<file path="src/rtl/pipe_ctrl_pkg.sv">
// Shared types and constants for the pipeline hazard controller.
// Holds the sequencer state encoding and the instruction used as a pipeline bubble.
package pipe_ctrl_pkg;

  typedef enum logic [0:0] {
    RUN     = 1'b0,
    MD_WAIT = 1'b1
  } ctrl_state_e;

  // addi x0, x0, 0 -- the canonical RV32 NOP loaded by a stage flush
  localparam logic [31:0] NOP_INSTR = 32'h0000_0013;

endpackage

</file>
<file path="src/rtl/hazard_sat_counter.sv">
// Saturating up-counter for pipeline performance statistics.
// Clears on synchronous reset and sticks at all-ones instead of wrapping.
module hazard_sat_counter #(
  parameter int CNT_W = 32
) (
  input  logic             clk,
  input  logic             rst,
  input  logic             inc,
  output logic [CNT_W-1:0] cnt
);

  logic [CNT_W-1:0] cnt_reg;

  always_ff @(posedge clk) begin
    if (rst) begin
      cnt_reg <= '0;
    end else if (inc && (cnt_reg != {CNT_W{1'b1}})) begin
      cnt_reg <= cnt_reg + 1'b1;
    end
  end

  assign cnt = cnt_reg;

endmodule

</file>
<file path="src/rtl/pipeline_hazard_ctrl.sv">
// Stall/flush sequencer for the 5-stage RV32 pipeline: load-use, taken branch,
// multi-cycle MUL/DIV waits and data-memory wait states, plus stall/flush statistics.
module pipeline_hazard_ctrl
  import pipe_ctrl_pkg::*;
#(
  parameter int REG_AW     = 5,
  parameter int MD_TIMEOUT = 64,
  parameter int CNT_W      = 32
) (
  input  logic              clk,
  input  logic              rst,
  input  logic [REG_AW-1:0] id_rs1,
  input  logic [REG_AW-1:0] id_rs2,
  input  logic              id_use_rs1,
  input  logic              id_use_rs2,
  input  logic [REG_AW-1:0] ex_rd,
  input  logic              ex_regwrite,
  input  logic              ex_is_load,
  input  logic              ex_br_taken,
  input  logic              ex_md_start,
  input  logic              md_done,
  input  logic              dmem_req,
  input  logic              dmem_ready,
  output logic              pc_we,
  output logic              ifid_we,
  output logic              idex_we,
  output logic              exmem_we,
  output logic              memwb_we,
  output logic              ifid_flush,
  output logic              idex_flush,
  output logic              exmem_flush,
  output logic              md_busy,
  output logic              md_timeout,
  output logic [CNT_W-1:0]  stall_cnt,
  output logic [CNT_W-1:0]  flush_cnt
);

  localparam int              MD_CW   = $clog2(MD_TIMEOUT + 1);
  localparam logic [MD_CW-1:0] MD_LAST = MD_CW'(MD_TIMEOUT - 1);

  ctrl_state_e      state_reg, state_next;
  logic [MD_CW-1:0] md_cnt_reg, md_cnt_next;
  logic             md_timeout_reg, md_timeout_next;
  logic             mem_hold;
  logic             load_use;
  logic             flush_inc;
  logic [1:0]       cnt_inc;
  logic [CNT_W-1:0] cnt_val [2];

  assign mem_hold = dmem_req & ~dmem_ready;
  assign load_use = ex_is_load & ex_regwrite & (ex_rd != '0) &
                    (((ex_rd == id_rs1) & id_use_rs1) | ((ex_rd == id_rs2) & id_use_rs2));

  always_comb begin
    pc_we           = 1'b1;
    ifid_we         = 1'b1;
    idex_we         = 1'b1;
    exmem_we        = 1'b1;
    memwb_we        = 1'b1;
    ifid_flush      = 1'b0;
    idex_flush      = 1'b0;
    exmem_flush     = 1'b0;
    flush_inc       = 1'b0;
    state_next      = state_reg;
    md_cnt_next     = md_cnt_reg;
    md_timeout_next = md_timeout_reg;

    if (rst) begin
      {pc_we, ifid_we, idex_we, exmem_we, memwb_we} = '0;
      {ifid_flush, idex_flush, exmem_flush}         = '1;
    end else if (mem_hold) begin
      // Full freeze: nothing moves and no pending event is consumed
      {pc_we, ifid_we, idex_we, exmem_we, memwb_we} = '0;
    end else if (state_reg == RUN) begin
      if (ex_br_taken) begin
        // ID holds a wrong-path instruction, so any load-use match is moot
        ifid_flush = 1'b1;
        idex_flush = 1'b1;
        flush_inc  = 1'b1;
      end else if (ex_md_start) begin
        {pc_we, ifid_we, idex_we} = '0;
        exmem_flush = 1'b1;
        state_next  = MD_WAIT;
        md_cnt_next = '0;
      end else if (load_use) begin
        pc_we      = 1'b0;
        ifid_we    = 1'b0;
        idex_flush = 1'b1;
      end
    end else begin
      if (md_done) begin
        state_next = RUN;
      end else if (md_cnt_reg == MD_LAST) begin
        // Give up on the unit and let the pipeline move; flag it stickily
        md_timeout_next = 1'b1;
        state_next      = RUN;
      end else begin
        {pc_we, ifid_we, idex_we} = '0;
        exmem_flush = 1'b1;
        md_cnt_next = md_cnt_reg + 1'b1;
      end
    end
  end

  always_ff @(posedge clk) begin
    if (rst) begin
      state_reg      <= RUN;
      md_cnt_reg     <= '0;
      md_timeout_reg <= 1'b0;
    end else begin
      state_reg      <= state_next;
      md_cnt_reg     <= md_cnt_next;
      md_timeout_reg <= md_timeout_next;
    end
  end

  assign md_busy    = (state_reg == MD_WAIT);
  assign md_timeout = md_timeout_reg;

  // Index 0 counts stalled-PC cycles, index 1 counts branch flushes
  assign cnt_inc = {flush_inc, ~pc_we};

  genvar gi;
  generate
    for (gi = 0; gi < 2; gi++) begin : g_cnt
      hazard_sat_counter #(
        .CNT_W (CNT_W)
      ) u_cnt (
        .clk (clk),
        .rst (rst),
        .inc (cnt_inc[gi]),
        .cnt (cnt_val[gi])
      );
    end
  endgenerate

  assign stall_cnt = cnt_val[0];
  assign flush_cnt = cnt_val[1];

endmodule

</file>
<file path="config.mk">
export PLATFORM = sky130hd
export DESIGN_NAME = pipeline_hazard_ctrl
export DESIGN_NICKNAME = d
export VERILOG_FILES = /design/src/rtl/pipe_ctrl_pkg.sv /design/src/rtl/hazard_sat_counter.sv /design/src/rtl/pipeline_hazard_ctrl.sv
export SDC_FILE = /design/constraint.sdc
export NUM_CORES = 1
export LEC_CHECK = 0
export ABC_AREA = 1
export BUFFER_PORTS_ARGS = -buffer_cell sky130_fd_sc_hd__buf_2
export CELL_PAD_IN_SITES_DETAIL_PLACEMENT = 1
export CELL_PAD_IN_SITES_GLOBAL_PLACEMENT = 2
export CORE_UTILIZATION = 32
export DETAILED_ROUTE_END_ITERATION = 8
export PLACE_DENSITY = 0.93
export SKIP_LAST_GASP = 1
export SLEW_MARGIN = 15
export SYNTH_ARGS = -nofsm -noshare
export SYNTH_HDL_FRONTEND = slang
export SYNTH_SLANG_ARGS = --single-unit
</file>
<file path="constraint.sdc">
create_clock -name clk -period 5.45 [get_ports clk]
set_input_delay 1.09 -clock clk [delete_from_list [all_inputs] [get_ports clk]]
set_output_delay 1.09 -clock clk [all_outputs]
set_load 0.01 [all_outputs]
</file>
; ---- Word level (Yosys, flattened, before mapping)
; Cells that the tools add are included.
[word_totals]
word_cells = 71
reg_bits = 73
inputBits = 26
out_inout_bits = 74
[classes]
addsub = 3
eq_ne = 8
bitwise_logic = 11
n_mux = 38
n_reduce_logical = 6
[op_table]
columns = op, n
row1 = $add 32x1->32 const B, 2
row2 = $ne 32x32->1 const B, 2
row3 = $mux 7, 5
row4 = $mux 1, 33
row5 = $eq 5x5->1, 2
row6 = $add 7x1->7 const B, 1
row7 = $eq 7x6->1 const B, 1
row8 = $and 1x1->1, 6
row9 = $reduce_and 5->1, 1
row10 = $reduce_bool 5->1, 1
row11 = $ne 2x2->1 const B, 2
row12 = $not 1->1, 4
row13 = $reduce_and 4->1, 1
row14 = $logic_and 1x1->1, 2
row15 = $ne 2x1->1 const B, 1
row16 = $reduce_bool 2->1, 1
row17 = $or 1x1->1, 1

; ---- Longest topological paths before layout
[depth]
depth_word = 12
depth_mapped = 13
depth_no_buf = 12

; ---- Modules after synthesis
; From an unflattened synthesis, not the netlist that was laid out.
[unflattened]
hier_cells = 805
area_unflattened_um2 = 5042.3
[modules_own_cells]
columns = mod, area_each_um2, cells_per_inst, n_inst, seq_area_each_um2
row1 = hazard_sat_counter, 2062.0, 324, 2, 640.6
row2 = pipeline_hazard_ctrl, 918.4, 157, 1, 180.2

; ---- Least setup slack after synthesis
; Ideal clock, no wire load.
[synth_timing]
path_kind = in2out
start = in dmem_ready
end = out pc_we
path_buffers = 3
path_stages = 8
path_slack_ps = 2139
required_time_ps = 4360
arrival_time_ps = 2221
cell_sequence = or2_2 -> buf_2 -> nand2_1 -> nor2_4 -> nand2_4 -> buf_2 -> inv_1 -> buf_4
[synth_via]
elab_chain_len = 4
[synth_lines]
columns = element, line_no
row1 = from (decl), pipeline_hazard_ctrl.sv:23  ; input logic dmem_ready,
row2 = $not 1->1, pipeline_hazard_ctrl.sv:50  ; assign mem_hold = dmem_req & ~dmem_ready;
row3 = $and 1x1->1, pipeline_hazard_ctrl.sv:50
row4 = $mux 1 (2 in a row), n/a
row5 = to (decl), pipeline_hazard_ctrl.sv:24  ; output logic pc_we,
; Every way passes these cells.

; ---- Worst setup path in the final report
[layout_timing]
start = in rst
end = out pc_we
[layout_via]
elab_chain_len = 1
[layout_lines]
columns = element, line_no
row1 = from (decl), pipeline_hazard_ctrl.sv:11  ; input logic rst,
row2 = $mux 1, pipeline_hazard_ctrl.sv:68  ; if (rst) begin
; Every way passes these cells.

==> run_results.csv <==
group,metric,value,unit
clock_tree,clk_pin_slew,60,ps
layout,area_growth_syn_to_layout,18.6,%
timing,worst_hold_slack,469,ps
routing,route.detailed.vias_per_inst,4.96,
routing,wirelength,15600,microns
routing,drc,0,
status,status,"finished, final reports clean",
power,pwr-share-comb,7.2,%
worst_setup_path,reg2reg_slack,2540,ps
global_routing,grt.total_usage,20.8,%
routing,route.vias.total,5223,
logic_synthesis,ys.warnings.count,0,
clock_tree,insertion_delay,340,ps
logic_synthesis,synth.yosys.seq_area_share,29.7,%
logic_synthesis,syn-num-nets,810,
flow_run,max_cap_violations,0,
die,chipHeight,126,microns
timing,fin_crit_sh,66.7,%
power,power.sequential.fraction,41.5,%
timing,worst_slack,1810,ps
routing,post_drt_wl_per_cell,14.8,microns
layout,design.final.nets,895,
die,boundaryPins,100,
layout,layout_commonest_cell,"sky130_fd_sc_hd__nand2_1",
power,cellPowerDensity,225,nW/um^2
die,rows,44,
clock_tree,ctsHtreeMaxLevel,3,
placement,gp_congestion,0.848,
worst_setup_path,regToRegEndpoint,"g_cnt[0].u_cnt.cnt[2]",
clock_tree,tritoncts,"built",
worst_setup_path,worst_setup_path_start_kind,"input pin",
clock_tree,clock_tree.buffer_depth,2,
worst_setup_path,endpoint_kind,"output pin",
clock_tree,post_cts.repair.setup_buffers,0,
layout,final_layout_size_suffix_gt1_share,21.3,%
layout,fin_area,5830,sq um
worst_setup_path,crit_arrival,2550,ps
die,core-area,14800,sq um
clock_tree,cts_sink_cnt,73,
global_routing,grt_overflow,0,
timing,clock_skew,8.56,ps
layout,highest_count_cells_in_the_layout_ignoring_fill_and_taps,"sky130_fd_sc_hd__nand2_1 (248), sky130_fd_sc_hd__buf_2 (99), sky130_fd_sc_hd__nor2_1 (92)",
hold_path,worst_hold_startpoint,"md_cnt_reg[5]",
clock_tree,clock_tree_root_buffer_cell,"sky130_fd_sc_hd__clkbuf_16",
logic_synthesis,netlist_top_cells_area,"sky130_fd_sc_hd__dfxtp_1 (30%), sky130_fd_sc_hd__nand2_1 (19%), sky130_fd_sc_hd__nor2_1 (7.0%)",
hold_path,min_delay_worst_endpoint,"md_cnt_reg[5]",
routing,drt_first_iter_violations,212,
timing,report.final.slew_viol_count,0,
global_routing,grt_pass1_vias,5286,
placement,estimated_wirelength_of_the_detail_placed_design,11400,microns
power,power.clock.fraction,51.3,%
routing,ant_nets,0,
power,peak_vdd_ir,150,uV
timing,finalSetupViolCount,0,
clock_tree,ctsHoldBuffers,0,
logic_synthesis,ys_ff_latch,73,
power,p_int,0.00100,W
hold_path,min_path_cells,2,
layout,flip_flop_count_of_the_largest_register_after_layout,64,
global_routing,global_route_wire_length_before_repair,26700,microns
logic_synthesis,syn-instance-count,781,
logic_synthesis,netlist_area,4920,sq um
power,static-leakage-power,2.40,nW
worst_setup_path,rr_worst_depth,9,
die,initial_core_util,33.3,%
timing,max-slew-margin-rel,46.5,%
global_routing,antenna_violations_before_repair,0,
clock_tree,tritoncts.num_buffers,9,
placement,detailedPlace.worstSlack,1760,ps
worst_setup_path,critPathRequiredTime,4360,ps
timing,rsz0062_at_grt,"no",
worst_setup_path,critPathMaxFanout,35,
timing,fin_crit,3640,ps
hold_path,hold_path.class,"flip-flop to flip-flop",
logic_synthesis,synth_cell_types,32,
timing,totalNegativeSetupSlack,0,ps
worst_setup_path,category_of_the_most_critical_setup_path,"input pin to output pin",
placement,post_dp_cell_area,5500,sq um
timing,report.final.hold_viol_count,0,
timing,fmax,275,MHz
layout,antenna_cells,0,
die,die_area,15900,sq um
placement,io_buffer_count,99,
clock_tree,number_of_resized_instances_in_the_post_cts_repair_step,0,
logic_synthesis,synth_area_per_cell,6.30,sq um
logic_synthesis,yosys.area.top_type,"sky130_fd_sc_hd__dfxtp_1",
worst_setup_path,timing.rr.start,"g_cnt[0].u_cnt.cnt[0]",
global_routing,grt_start_max_net_pins,60,
die,die_width,126,microns
layout,postLayoutCoreUtil,39.5,%
timing,worst_slew_pin_slew,803,ps
routing,drtPass1Iterations,4,
power,switching_share,23.6,%
logic_synthesis,synth_largest_type_area_fraction,29.7,%
power,p_sw,0.000310,W
-- stage by stage --
step                      power [W]  std cells
final                       0.00131       1054
after global routing        0.00137       1054
after CTS                   0.00133       1054
after detailed placement   0.000653       1039
after global placement     0.000651       1039
after floorplan            0.000624        781
-- worst max path at each step --
stage	slack [ps]	start	to
finish	1810	rst	pc_we
global route	1670	rst	pc_we
CTS	1730	rst	pc_we
detailed placement	1760	rst	pc_we
global placement	1870	rst	ifid_we
floorplan	2140	dmem_ready	pc_we
-- layout make-up --
type,count,area [sq um]
fill,1975,8920
multi-input combinational,608,3030
sequential,73,1460
timing repair buffer,100,503
inverter,74,278
clock buffer,13,270
tap,184,230
clock inverter,2,60.1
-- cell usage after synthesis --
| library cell | count |
|---|---|
| sky130_fd_sc_hd__or2_2 | 3 |
| sky130_fd_sc_hd__ha_1 | 3 |
| sky130_fd_sc_hd__dfxtp_1 | 73 |
| sky130_fd_sc_hd__a21oi_2 | 23 |
| sky130_fd_sc_hd__and3_1 | 1 |
| sky130_fd_sc_hd__nand3b_1 | 10 |
| sky130_fd_sc_hd__nor2_4 | 3 |
| sky130_fd_sc_hd__nand3_1 | 55 |
| sky130_fd_sc_hd__a211oi_1 | 1 |
| sky130_fd_sc_hd__o211ai_1 | 1 |
| sky130_fd_sc_hd__xnor2_1 | 7 |
| sky130_fd_sc_hd__nand4_1 | 15 |
| sky130_fd_sc_hd__nor3b_2 | 1 |
| sky130_fd_sc_hd__nand2_4 | 2 |
| sky130_fd_sc_hd__clkbuf_1 | 9 |
| sky130_fd_sc_hd__buf_8 | 2 |
| sky130_fd_sc_hd__inv_2 | 4 |
| sky130_fd_sc_hd__buf_4 | 2 |
| sky130_fd_sc_hd__nor2_2 | 4 |
| sky130_fd_sc_hd__nor2_1 | 92 |
| sky130_fd_sc_hd__nor3_2 | 4 |
| sky130_fd_sc_hd__o21ai_0 | 12 |
| sky130_fd_sc_hd__nand2_2 | 25 |
| sky130_fd_sc_hd__a31o_2 | 1 |
| sky130_fd_sc_hd__nand4_4 | 1 |
| sky130_fd_sc_hd__nand2_1 | 248 |
| sky130_fd_sc_hd__buf_2 | 12 |
| sky130_fd_sc_hd__nor3_1 | 28 |
| sky130_fd_sc_hd__a21oi_1 | 39 |
| sky130_fd_sc_hd__buf_6 | 1 |
| sky130_fd_sc_hd__xor2_1 | 29 |
| sky130_fd_sc_hd__inv_1 | 70 |
-- cells by family (layout without fill, tap and decap cells) --
logic type	Yosys count	after routing	share of synthesized area [%]
fa+ha+maj	3	3	0.763
flops	73	73	29.7
compound gates	77	77	9.77
xor+xnor	36	36	6.41
simple gates	492	492	44.7
buf+inv	100	189	8.70
-- power by group through the flow --
stage / Combinational, W / Clock (W) / Sequential (W)
finish: 0.0000950 / 0.000673 / 0.000544
global route: 0.000108 / 0.000717 / 0.000545
CTS: 0.0000974 / 0.000693 / 0.000544
detailed placement: 0.0000972 / 0 / 0.000556
global placement: 0.0000953 / 0 / 0.000556
floorplan: 0.0000677 / 0 / 0.000556
-- layer usage --
layer	GRT usage, %	up-vias	part of all wire (%)
met1	27.1	2489	49
met5	0	-	0
met3	4.21	9	2.9
met4	4.46	0	0.85
li1	-	2653	-
met2	35.3	72	47
-- worst max-delay path: stages --
cell                      delay (ps)
sky130_fd_sc_hd__buf_2           100
sky130_fd_sc_hd__inv_1           390
sky130_fd_sc_hd__nand2_1         230
sky130_fd_sc_hd__nor2_4          180
sky130_fd_sc_hd__nand2_4         250
sky130_fd_sc_hd__inv_1           150
sky130_fd_sc_hd__buf_2           140
No activity file was read; power rests on OpenSTA's default activity.
